`config.mk`:
```
export PLATFORM = sky130hd
export DESIGN_NAME = cv32e40p_lce_controller
export DESIGN_NICKNAME = d
export VERILOG_FILES = /design/src/rtl/cv32e40p_lce_pkg.sv /design/src/rtl/cv32e40p_lce_detector.sv /design/src/rtl/cv32e40p_lce_controller.sv
export SDC_FILE = /design/constraint.sdc
export NUM_CORES = 1
export LEC_CHECK = 0
export ABC_AREA = 0
export BUFFER_PORTS_ARGS = -buffer_cell sky130_fd_sc_hd__buf_4
export CAP_MARGIN = 15
export CORE_AREA = 3 3 59 61
export CTS_BUF_LIST = sky130_fd_sc_hd__clkbuf_8 sky130_fd_sc_hd__clkbuf_16
export DETAILED_ROUTE_END_ITERATION = 10
export DIE_AREA = 0 0 62 64
export PLACE_DENSITY_LB_ADDON = 0.05
export SETUP_SLACK_MARGIN = 0.4
export SKIP_LAST_GASP = 1
export SYNTH_ARGS = -nofsm -noshare
export SYNTH_HDL_FRONTEND = slang
export SYNTH_HIERARCHICAL = 1
export SYNTH_SLANG_ARGS = --single-unit
```
`constraint.sdc`:
```
create_clock -name clk -period 2.75 [get_ports clk]
set_clock_uncertainty 0.15 [all_clocks]
set_input_delay 0 -clock clk [delete_from_list [all_inputs] [get_ports clk]]
set_output_delay 0 -clock clk [all_outputs]
set_load 0.005 [all_outputs]
```
`src/rtl/cv32e40p_lce_pkg.sv`:
```
// ----------------------------------------------------------------------------
// cv32e40p_lce_pkg
// Shared definitions for the basic-block length checker controller.
//   lce_state_e  : 2-bit controller state, encoding is visible on state_o
//   CFG_*_BIT    : bit positions inside the 2-bit configuration write word
// ----------------------------------------------------------------------------
package cv32e40p_lce_pkg;

  typedef enum logic [1:0] {
    LCE_DISABLED = 2'b00,
    LCE_ARMED    = 2'b01,
    LCE_ALARM    = 2'b10,
    LCE_LOCKED   = 2'b11
  } lce_state_e;

  localparam int CFG_EN_BIT  = 0;  // 1: arm the checker, 0: disable it
  localparam int CFG_CLR_BIT = 1;  // 1: clear the alarm counter (self-clearing)

endpackage

```
`src/rtl/cv32e40p_lce_detector.sv`:
```
// ----------------------------------------------------------------------------
// cv32e40p_lce_detector
// Counts down the instructions remaining in the current basic block.
//   clk, rst_n   : clock, asynchronous active-low reset (counter -> MAX_BB_LEN)
//   init_i       : reload counter to MAX_BB_LEN (wins over decrement_i)
//   decrement_i  : decrement counter, saturating at 0
//   alarm_o      : counter is 0 (combinational from the counter register)
// ----------------------------------------------------------------------------
module cv32e40p_lce_detector #(
  parameter int MAX_BB_LEN = 32
) (
  input  logic clk,
  input  logic rst_n,
  input  logic init_i,
  input  logic decrement_i,
  output logic alarm_o
);

  localparam int                CNT_W  = $clog2(MAX_BB_LEN + 1);
  localparam logic [CNT_W-1:0]  RELOAD = CNT_W'(MAX_BB_LEN);

  logic [CNT_W-1:0] cnt_reg;

  always_ff @(posedge clk or negedge rst_n) begin
    if (!rst_n) begin
      cnt_reg <= RELOAD;
    end else if (init_i) begin
      cnt_reg <= RELOAD;
    end else if (decrement_i && (cnt_reg != '0)) begin
      cnt_reg <= cnt_reg - 1'b1;
    end
  end

  assign alarm_o = (cnt_reg == '0);

endmodule

```
`src/rtl/cv32e40p_lce_controller.sv`:
```
// ----------------------------------------------------------------------------
// cv32e40p_lce_controller
// Sequences the basic-block length detector from retire events, raises an
// alarm interrupt, counts alarms and waits for a software acknowledge.
//   clk, rst_n      : clock, asynchronous active-low reset
//   cfg_we_i        : config write strobe
//   cfg_wdata_i     : bit0 enable, bit1 clear alarm count
//   instr_retire_i  : one instruction retired this cycle
//   bb_end_i        : retired instruction ends a basic block
//   debug_mode_i    : core in debug mode, detector frozen
//   irq_ack_i       : software acknowledge of the pending alarm
//   irq_o           : alarm interrupt request
//   alarm_count_o   : saturating alarm counter
//   state_o         : 00 DISABLED, 01 ARMED, 10 ALARM, 11 LOCKED
//   halt_req_o      : halt request to the core (escalation only)
// Optional feature: define CV32E40P_LCE_ESCALATE_EN to move to LOCKED (irq +
// halt, exit only by reset) once the alarm count reaches ESC_THRESHOLD.
// Without it LOCKED is unreachable, decodes as DISABLED and halt_req_o is 0.
// ----------------------------------------------------------------------------
module cv32e40p_lce_controller
  import cv32e40p_lce_pkg::*;
#(
  parameter int MAX_BB_LEN    = 32,
  parameter int ALARM_CNT_W   = 8,
  parameter int ESC_THRESHOLD = 4
) (
  input  logic                   clk,
  input  logic                   rst_n,
  input  logic                   cfg_we_i,
  input  logic [1:0]             cfg_wdata_i,
  input  logic                   instr_retire_i,
  input  logic                   bb_end_i,
  input  logic                   debug_mode_i,
  input  logic                   irq_ack_i,
  output logic                   irq_o,
  output logic [ALARM_CNT_W-1:0] alarm_count_o,
  output logic [1:0]             state_o,
  output logic                   halt_req_o
);

`ifdef CV32E40P_LCE_ESCALATE_EN
  localparam bit ESC_EN = 1'b1;
`else
  localparam bit ESC_EN = 1'b0;
`endif

  lce_state_e             state_reg, state_next;
  logic [ALARM_CNT_W-1:0] alarm_count_reg, alarm_count_inc;
  logic                   det_init, det_dec, det_alarm;
  logic                   cnt_inc, esc_hit, locked;
  logic                   cfg_enable, cfg_disable, cfg_clear;

  assign cfg_enable  = cfg_we_i &  cfg_wdata_i[CFG_EN_BIT];
  assign cfg_disable = cfg_we_i & ~cfg_wdata_i[CFG_EN_BIT];
  assign cfg_clear   = cfg_we_i &  cfg_wdata_i[CFG_CLR_BIT];

  // LOCKED only has meaning when escalation is built in.
  assign locked = ESC_EN && (state_reg == LCE_LOCKED);

  assign alarm_count_inc = (&alarm_count_reg) ? alarm_count_reg : alarm_count_reg + 1'b1;
  // Escalation is judged on the count as it will be after this alarm.
  assign esc_hit = ESC_EN && (int'(alarm_count_inc) >= ESC_THRESHOLD);

  always_comb begin
    state_next = state_reg;
    det_init   = 1'b0;
    det_dec    = 1'b0;
    cnt_inc    = 1'b0;
    case (state_reg)
      LCE_ARMED: begin
        if (cfg_disable) begin
          state_next = LCE_DISABLED;
        end else if (det_alarm) begin
          cnt_inc    = 1'b1;
          state_next = esc_hit ? LCE_LOCKED : LCE_ALARM;
        end
        // An alarm pending this cycle suppresses any reload from a bb_end.
        if (!debug_mode_i && !det_alarm && instr_retire_i) begin
          if (bb_end_i) det_init = 1'b1;
          else          det_dec  = 1'b1;
        end
      end
      LCE_ALARM: begin
        det_init = irq_ack_i;
        if (cfg_disable)    state_next = LCE_DISABLED;
        else if (irq_ack_i) state_next = LCE_ARMED;
      end
      default: begin
        // DISABLED, or LOCKED decoded as DISABLED when escalation is absent.
        if (!locked) begin
          det_init = 1'b1;
          if (cfg_enable) state_next = LCE_ARMED;
        end
      end
    endcase
  end

  always_ff @(posedge clk or negedge rst_n) begin
    if (!rst_n) begin
      state_reg       <= LCE_DISABLED;
      alarm_count_reg <= '0;
    end else begin
      state_reg <= state_next;
      if (cfg_clear && !locked) begin
        alarm_count_reg <= '0;
      end else if (cnt_inc) begin
        alarm_count_reg <= alarm_count_inc;
      end
    end
  end

  cv32e40p_lce_detector #(
    .MAX_BB_LEN (MAX_BB_LEN)
  ) u_detector (
    .clk         (clk),
    .rst_n       (rst_n),
    .init_i      (det_init),
    .decrement_i (det_dec),
    .alarm_o     (det_alarm)
  );

  assign irq_o         = (state_reg == LCE_ALARM) || locked;
  assign halt_req_o    = locked;
  assign alarm_count_o = alarm_count_reg;
  assign state_o       = state_reg;

endmodule

```
==> reports/results.txt, run 1 <==
Maximum VDD drop: 0.311 mV
Clock net sink count: 16
Fillers: 289
Req. time, crit path: 2.78 ns
Fmax achieved: 443 MHz
EDFF count, synth: 0
Final Max Tran Viols: 0
CTS max path bufs: 2
Post-DP HPWL: 1770 µm
Post-synth cell types: 48
Clk Latency, worst-skew pair: 0.25 ns
CTS Buf Count: 3
Diode count: 0
Post-synthesis sequential area ratio: 0.383
Max cap viols: 0
Vias per Instance: 5.24
Detailed Route WL: 2540 µm
Minimum clock period: 2.26 ns
Io pins: 21
Cell Area, Synth: 1050 µm²
P_leak: 0.636 nW
Layout cell share with drive strength beyond 1: 0.313
Flop2flop setup slack: 0.49 ns
DIE HEIGHT: 64 µm
Cell Count, Final, Fillers Out: 191
Post-synthesis async set-or-reset flop share: 1.00
Global Route Usage Sum: 0.134
Vias in the first global route: 879
CP Capture Type: flip-flop
Synth-to-Final Area Change: 35.6%
Grt ovf: 0
RSZ-0062 raised after global routing: no
Chip width: 62 µm
Dominant synthesized flop cell: dfrtp_1
Worst hold path type: input pin to async pin
Sequential Area: 402 µm²
Mapped Cells: 117
First-pass GRT wire length: 4070 µm
Worst reg2reg endpoint: alarm_count_o[3]
Post-route ant nets: 0
DP Area: 1230 µm²
Design area: 1420 µm²
Mean post-synth cell area: 8.97 µm²
CP Max Fanout: 6
Setup slack after layout: 0.491 ns
Core ar.: 3030 µm²
WL/cell: 13.3 µm
Top sig layer: met4
Tcrit/Tclk final: 0.822
Max reg flops: 8
Synth Warn #: 6
Final Util: 0.470
Worst reg-to-reg path cell count: 9
Final GP Congestion: 0.742
Drt drc: 0
Setup violators final: 0
Most frequent cells in the layout: buf_4 (26), dfrtp_1 (15), nand2_1 (10), a21oi_1 (10), nor2_1 (7)
CTS clock-pin slew for the worst setup and hold paths: 0.07 ns
Failing checks: negative hold slack
Initial DRC Count: 42
Initial antenna violation count: 0
Starting density of the core: 0.347
Worst reg2reg startpoint: u_detector/cnt_reg[1]
Synth Register Bits: 16
Metal2 WL: 1160 µm
Largest net degree at the start of global routing: 17
Port Buffers: 19
Final hold vios: 1
Status: complete, but fails checks
DRT met1 WL: 1260 µm
CTS tree: done
Detailed Routing Iterations Pass 1: 4
Critical path arrival: 2.29 ns
Actual slew at the worst max-slew pin: 0.587 ns
Htree depth: 1
Multi-input gate area: 664 µm²
DP Cell Count: 177
Total Power: 944 µW
Die footprint: 3970 µm²
Setup total negative slack: 0 ns
Syn nets: 131
Crit path launch type: flip-flop
Most common cell after layout, fill and taps aside: buf_4
Place WS: 0.258 ns
Routed wl met3: 106 µm
Critical path class: flip-flop to flip-flop
Root buf cell: clkbuf_8
Via count: 1001
Relative slew slack: 0.605
Power per cell area: 663 nW/µm²
Fin Hold WS: -0.000446 ns
Final net count: 162
Worst Setup SP: u_detector/cnt_reg[1]
Site Rows: 20
## worst max path at each step
stage	end	slack, ns	depth (start not counted)
floorplan	u_detector/cnt_reg[4]	0.43	11
global placement	u_detector/cnt_reg[4]	0.28	10
detailed placement	u_detector/cnt_reg[0]	0.26	10
CTS	u_detector/cnt_reg[4]	0.40	10
global route	u_detector/cnt_reg[0]	0.38	10
finish	alarm_count_o[3]	0.49	9
## where the power goes
group	internal [mW]	switching (mW)	leakage (nW)
sequential	0.271	0.0371	0.216
combinational	0.223	0.230	0.393
clock	0.0990	0.0839	0.0269
total	0.593	0.351	0.636
## critical path: stages (launching register included)
cell and delay, ns:
dfrtp_1 0.39, inv_2 0.11, ha_4 0.17, nand2b_4 0.07
nor3_2 0.19, buf_4 0.14, nand2_2 0.10, or3_4 0.37
or3_1 0.35, a21oi_1 0.14
## layer usage
| layer | GRT usage | vias to the layer above |
|---|---|---|
| met5 | 0 | - |
| met4 | 0.0398 | 0 |
| met2 | 0.197 | 21 |
| met3 | 0.0263 | 2 |
| met1 | 0.195 | 492 |
| li1 | - | 486 |
## layout make-up
cell class / instances / share of cell area
multi-input cells: 91 / 0.467
inverters: 6 / 0.0158
clock buffers: 3 / 0.0290
clock inverters: 1 / 0.00264
well taps: 44 / 0.0387
flip-flops and latches: 16 / 0.282
repair buffers: 30 / 0.165
## repair_timing
item,4_1_cts,5_1_grt
setup buffers,2,4
endpoints found under the hold margin,20,0
hold buffers,4,0
resized for setup,5,10
pin swaps,2,3
setup endpoints to repair,7,9
## Yosys cell counts (2+ instances only)
| cell type | count | share of area |
|---|---|---|
| o211ai_1 | 2 | 0.014 |
| and3_1 | 2 | 0.012 |
| nand2b_1 | 3 | 0.018 |
| a21oi_1 | 10 | 0.048 |
| o21ai_0 | 6 | 0.029 |
| nor2_1 | 8 | 0.029 |
| nand3_1 | 3 | 0.014 |
| inv_1 | 6 | 0.021 |
| nand2_1 | 11 | 0.039 |
| nor4b_1 | 2 | 0.017 |
| nor3_1 | 3 | 0.014 |
| dfrtp_1 | 15 | 0.36 |
| a211oi_1 | 3 | 0.021 |
| nor2b_1 | 5 | 0.030 |
| ha_1 | 5 | 0.060 |
## cells by family (layout without fill, tap and decap cells)
kind of cell	Yosys count	after routing	synth area share
XOR/XNOR	2	2	0.0167
multiplexers	1	1	0.00954
AO/OA/AOI/OAI	32	32	0.209
buffers and inverters	10	40	0.0465
adder cells (fa/ha/maj)	5	5	0.0596
flip-flops	16	16	0.383
other	1	1	0.00357
AND/OR/NAND/NOR	50	50	0.273
Note: power is estimated with default switching activity, not from simulation.
==> inputs of run 2 (changes only) <==
==> constraint.sdc (replaced) <==
create_clock -name clk -period 1.82 [get_ports clk]
set_clock_uncertainty 0.15 [all_clocks]
set_input_delay 0 -clock clk [delete_from_list [all_inputs] [get_ports clk]]
set_output_delay 0 -clock clk [all_outputs]
set_load 0.005 [all_outputs]
==> run 2 against run 1 <==
Compared with the run above:
- the flow finishes with violations (negative hold slack, negative setup slack)
- critical path depth shrank 2
- first-iteration DRC count grew 2.4%
- flip-flop and latch count is the same
- worst hold slack lost 0.011 ns
- sequential share of layout area shrank 6.2 points
- power grew 100%
- global-route usage grew 4.3 points
- via count grew 12%
- maximum frequency grew 5.1%
- die area is the same
- core utilization grew 13 points
==> reports/results.txt, run 2 (same netlist as run 1, synthesis figures left out) <==
Max reg flops: 8
Crit path capture: alarm_count_o[3]
Worst path depth: 7
Initial DRC Count: 43
Worst hold path type: input pin to flip-flop
Root buf cell: clkbuf_8
CP Capture Type: flip-flop
Core ar.: 3030 µm²
Diode count: 0
WL/cell: 14.7 µm
Most frequent cells in the layout: buf_4 (48), dfrtp_1 (15), nand2_1 (9)
Final net count: 189
Power per cell area: 1050 nW/µm²
Actual slew at the worst max-slew pin: 0.776 ns
Family with the most delay on the worst path: simple AND/OR/NAND/NOR gates
Crit-path most repeated cell: or3_4
Multi-input gate area: 821 µm²
Sequential Area: 402 µm²
Io pins: 21
Chip width: 62 µm
CTS max path bufs: 2
Setup total negative slack: -3.29 ns
Max incr delay on CP: 0.39 ns
Post-route ant nets: 0
Site Rows: 20
WP buf/inv: 1
Global Route Usage Sum: 0.177
Max cap viols: 0
Worst Setup SP: u_detector/cnt_reg[3]
Worst reg-to-reg path cell count: 7
Final GP Congestion: 0.769
CTS clock-pin slew for the worst setup and hold paths: 0.07 ns
RSZ-0062 raised after global routing: yes
Post-DP HPWL: 2120 µm
DP Cell Count: 201
Failing checks: negative hold slack, negative setup slack
Critical-path cell list: or2_4 -> nor3_4 -> buf_4 -> nand2_4 -> or3_4 -> or3_4 -> a21oi_2
Initial antenna violation count: 0
Vias per Instance: 5.16
Status: complete, but fails checks
P_leak: 0.831 nW
Critical path arrival: 2.19 ns
Setup slack after layout: -0.330 ns
Worst reg2reg endpoint: alarm_count_o[3]
Critical path class: flip-flop to flip-flop
Final Max Tran Viols: 0
First-pass GRT wire length: 5130 µm
Worst reg2reg startpoint: u_detector/cnt_reg[3]
Tcrit/Tclk final: 1.18
Largest net degree at the start of global routing: 16
Minimum clock period: 2.15 ns
Vias in the first global route: 1113
Req. time, crit path: 1.86 ns
Relative slew slack: 0.482
Synth-to-Final Area Change: 73.5%
Layout cell share with drive strength beyond 1: 0.540
Drt drc: 0
Slowest cell on crit path: or3_4
Fillers: 265
Port Buffers: 19
Detailed Routing Iterations Pass 1: 4
Fin Hold WS: -0.0117 ns
Setup violators final: 15
Clk Latency, worst-skew pair: 0.26 ns
Fmax achieved: 465 MHz
Cell Count, Final, Fillers Out: 218
Die footprint: 3970 µm²
Crit path launch type: flip-flop
DIE HEIGHT: 64 µm
Flop2flop setup slack: -0.33 ns
Most common cell after layout, fill and taps aside: buf_4
CP Max Fanout: 4
Clock net sink count: 16
Detailed Route WL: 3200 µm
Via count: 1124
Starting density of the core: 0.347
CTS tree: done
Maximum VDD drop: 0.773 mV
Grt ovf: 0
Final hold vios: 1
Htree depth: 1
CTS Buf Count: 3
run 2: cell count changes in the layout (fill, tap and decap cells not counted), sizes merged:
cell and delta:
buf +28, inv -1, dlygate4sd3 -2, clkbuf +1, dlymetal6s4s +1
run 2: worst reg2reg max path: cells and delay by family (launching register included):
family	cells	cell delay (ns)
DFF	1	0.38
AOI/OAI and AO/OA	1	0.12
and+or+nand+nor	5	1.29
buffers and inverters	1	0.15
run 2: layout make-up:
class	count	area share
Timing Repair Buffer	57	0.255
Clock buffer	4	0.0302
Tap cell	44	0.0302
Sequential cell	16	0.220
Multi-Input combinational cell	91	0.451
Inverter	6	0.0137
run 2: layer usage:
metal / global-route usage / vias to the layer above / routed length, µm
li1: - / 544 / -
met1: 0.220 / 552 / 1360
met2: 0.276 / 21 / 1670
met3: 0.0323 / 7 / 95
met4: 0.103 / 0 / 79
met5: 0 / - / 0
run 2: worst min path at each step:
stage | startpoint | end | slack [ns] | depth (start not counted)
after global placement | rst_n | u_detector/cnt_reg[1] | -0.27 | 1
after detailed placement | rst_n | u_detector/cnt_reg[0] | -0.27 | 1
after floorplan | rst_n | alarm_count_o[0] | -0.45 | 0
final | bb_end_i | u_detector/cnt_reg[4] | -0.01 | 5
after CTS | bb_end_i | u_detector/cnt_reg[4] | -0.03 | 5
after global routing | bb_end_i | u_detector/cnt_reg[4] | 0.001 | 5
run 2: metrics by stage:
step / power, mW / setup slack, ns / cell area (µm²) / utilization
2_1_floorplan: 0.908 / -0.287 / 1100 / -
3_3_place_gp: 1.21 / -0.325 / 1450 / 0.478
3_5_place_dp: 1.23 / -0.426 / 1450 / 0.478
4_1_cts: 1.76 / -0.311 / 1680 / 0.554
5_1_grt: 2.05 / -0.417 / 1820 / 0.602
6_report: 1.92 / -0.330 / 1820 / 0.602
run 2: timing repair:
action / in CTS / in global routing
pin swaps: 14 / 18
hold buffers: 3 / 0
endpoints found under the setup margin: 17 / 32
cloned: 0 / 0
setup buffers: 6 / 4
resized for setup: 18 / 25
hold endpoints to repair: 19 / 0
run 2: report_power, final:
group | internal (mW) | switching, mW | leakage, nW | total (mW)
logic | 0.600 | 0.538 | 0.587 | 1.14
clock network | 0.193 | 0.142 | 0.0288 | 0.334
registers | 0.410 | 0.0346 | 0.216 | 0.444
total | 1.20 | 0.715 | 0.831 | 1.92
==> inputs of run 3 (changes only) <==
--- a/config.mk
+++ b/config.mk
@@ -9,9 +9,9 @@
 export BUFFER_PORTS_ARGS = -buffer_cell sky130_fd_sc_hd__buf_4
 export CAP_MARGIN = 15
 export CORE_AREA = 3 3 59 61
-export CTS_BUF_LIST = sky130_fd_sc_hd__clkbuf_8 sky130_fd_sc_hd__clkbuf_16
 export DETAILED_ROUTE_END_ITERATION = 10
 export DIE_AREA = 0 0 62 64
+export MAX_ROUTING_LAYER = met4
 export PLACE_DENSITY_LB_ADDON = 0.05
 export SETUP_SLACK_MARGIN = 0.4
 export SKIP_LAST_GASP = 1
==> run 3 against run 2 <==
Compared with the run above:
- the flow finishes with violations (negative setup slack)
- die area stayed put
- count of clock-buffer cells in the layout stayed put
- wire length is 1.0% higher
- worst setup slack worse by 0.029 ns
- non-clock buffer count is 6 higher
==> reports/results.txt, run 3 (same netlist as run 1, synthesis figures left out) <==
Status: complete, but fails checks
Req. time, crit path: 1.90 ns
Port Buffers: 19
Minimum clock period: 2.18 ns
WL/cell: 14.4 µm
Final Util: 0.608
Chip width: 62 µm
Root buf cell: clkbuf_4
Drt drc: 0
RSZ-0062 raised after global routing: yes
Critical path class: flip-flop to flip-flop
CP Capture Type: flip-flop
Clock net sink count: 16
Vias in the first global route: 1118
Relative slew slack: 0.480
CTS tree: done
First-pass GRT wire length: 5170 µm
Grt ovf: 0
CTS clock-pin slew for the worst setup and hold paths: 0.11 ns
Diode count: 0
Initial antenna violation count: 0
Starting density of the core: 0.347
DP Cell Count: 201
Crit path launch type: flip-flop
Detailed Routing Iterations Pass 1: 4
Fmax achieved: 459 MHz
Maximum VDD drop: 0.735 mV
Final net count: 195
Final Max Tran Viols: 0
Max reg flops: 8
Total Power: 1.87 mW
Largest net degree at the start of global routing: 16
DP Area: 1450 µm²
Most common cell after layout, fill and taps aside: buf_4
Initial DRC Count: 74
Core ar.: 3030 µm²
Global Route Usage Sum: 0.180
Tcrit/Tclk final: 1.20
Setup slack after layout: -0.359 ns
Detailed Route WL: 3230 µm
Final hold vios: 0
Failing checks: negative setup slack
Post-route ant nets: 0
Cell Count, Final, Fillers Out: 224
P_leak: 0.847 nW
Die footprint: 3970 µm²
Actual slew at the worst max-slew pin: 0.781 ns
Htree depth: 1
Layout cell share with drive strength beyond 1: 0.539
CP Max Fanout: 4
Final GP Congestion: 0.779
DIE HEIGHT: 64 µm
Most frequent cells in the layout: buf_4 (53), dfrtp_1 (15), nand2_1 (9)
Power per cell area: 1010 nW/µm²
Place WS: -0.426 ns
Vias per Instance: 5.10
Clk Latency, worst-skew pair: 0.29 ns
Setup violators final: 15
Design area: 1840 µm²
Critical path arrival: 2.26 ns
CTS Buf Count: 3
Post-DP HPWL: 2120 µm
Via count: 1142
Worst hold path type: input pin to async pin
Fillers: 263
Io pins: 21
CTS max path bufs: 2
Site Rows: 20
Max cap viols: 0
Synth-to-Final Area Change: 75.3%
## run 3: cell count changes in the layout (fill, tap and decap cells not counted), sizes merged
| cell | before | now |
|---|---|---|
| buf | 54 | 57 |
| dlygate4sd3 | 2 | 5 |
## run 3: worst paths after layout
check | endpoint | depth (start not counted) | slack [ns] | start
worst max-delay path | alarm_count_o[3] | 9 | -0.36 | u_detector/cnt_reg[0]
worst min-delay path | u_detector/cnt_reg[5] | 2 | 0.03 | rst_n
worst max register to register | alarm_count_o[3] | 9 | -0.36 | u_detector/cnt_reg[0]
worst min register to register | alarm_count_o[1] | 2 | 0.43 | alarm_count_o[1]
max in group asynchronous | alarm_count_o[2] | 3 | 0.68 | rst_n
min in group clk | state_o[0] | 5 | 0.06 | cfg_wdata_i[0]
## run 3: critical path, stage by stage, from the launching register on
cell and delay, ns:
dfrtp_1 0.41, inv_2 0.10, ha_4 0.15, nand2b_4 0.06, nor3_4 0.15, buf_4 0.15, nand2_4 0.05, or3_4 0.37
or3_4 0.41, a21oi_2 0.11
## run 3: area by class of cell
cell class	count	area, µm²	area share
sequential	16	402	0.218
timing repair buffer	63	509	0.277
inverter	6	25.0	0.0136
multi-input combinational	91	813	0.442
tap	44	55.1	0.0299
clock buffer	4	36.3	0.0197
## run 3: through the flow
step	hold WS, ns	setup TNS, ns
5_1_grt	0.0165	-4.69
2_1_floorplan	-0.446	-1.71
4_1_cts	0.0130	-2.17
3_5_place_dp	-0.269	-3.61
3_3_place_gp	-0.269	-2.86
6_report	0.0270	-3.31
## run 3: power by group
part | total, mW | switching [mW] | internal (mW)
Clock | 0.248 | 0.126 | 0.122
Combinational | 1.18 | 0.549 | 0.627
Sequential | 0.444 | 0.0346 | 0.409
## run 3: routing by layer
layer	wire length, µm	global-route usage
met2	1700	0.273
met4	32	0.0796
met3	104	0.0364
met5	0	-
met1	1400	0.226
## run 3: repair_timing
action | CTS | global route
endpoints found under the hold margin | 27 | 0
gates resized for setup | 18 | 22
hold buffers | 6 | 0
setup buffers | 8 | 5
pin swaps | 14 | 16
endpoints found under the setup margin | 17 | 32
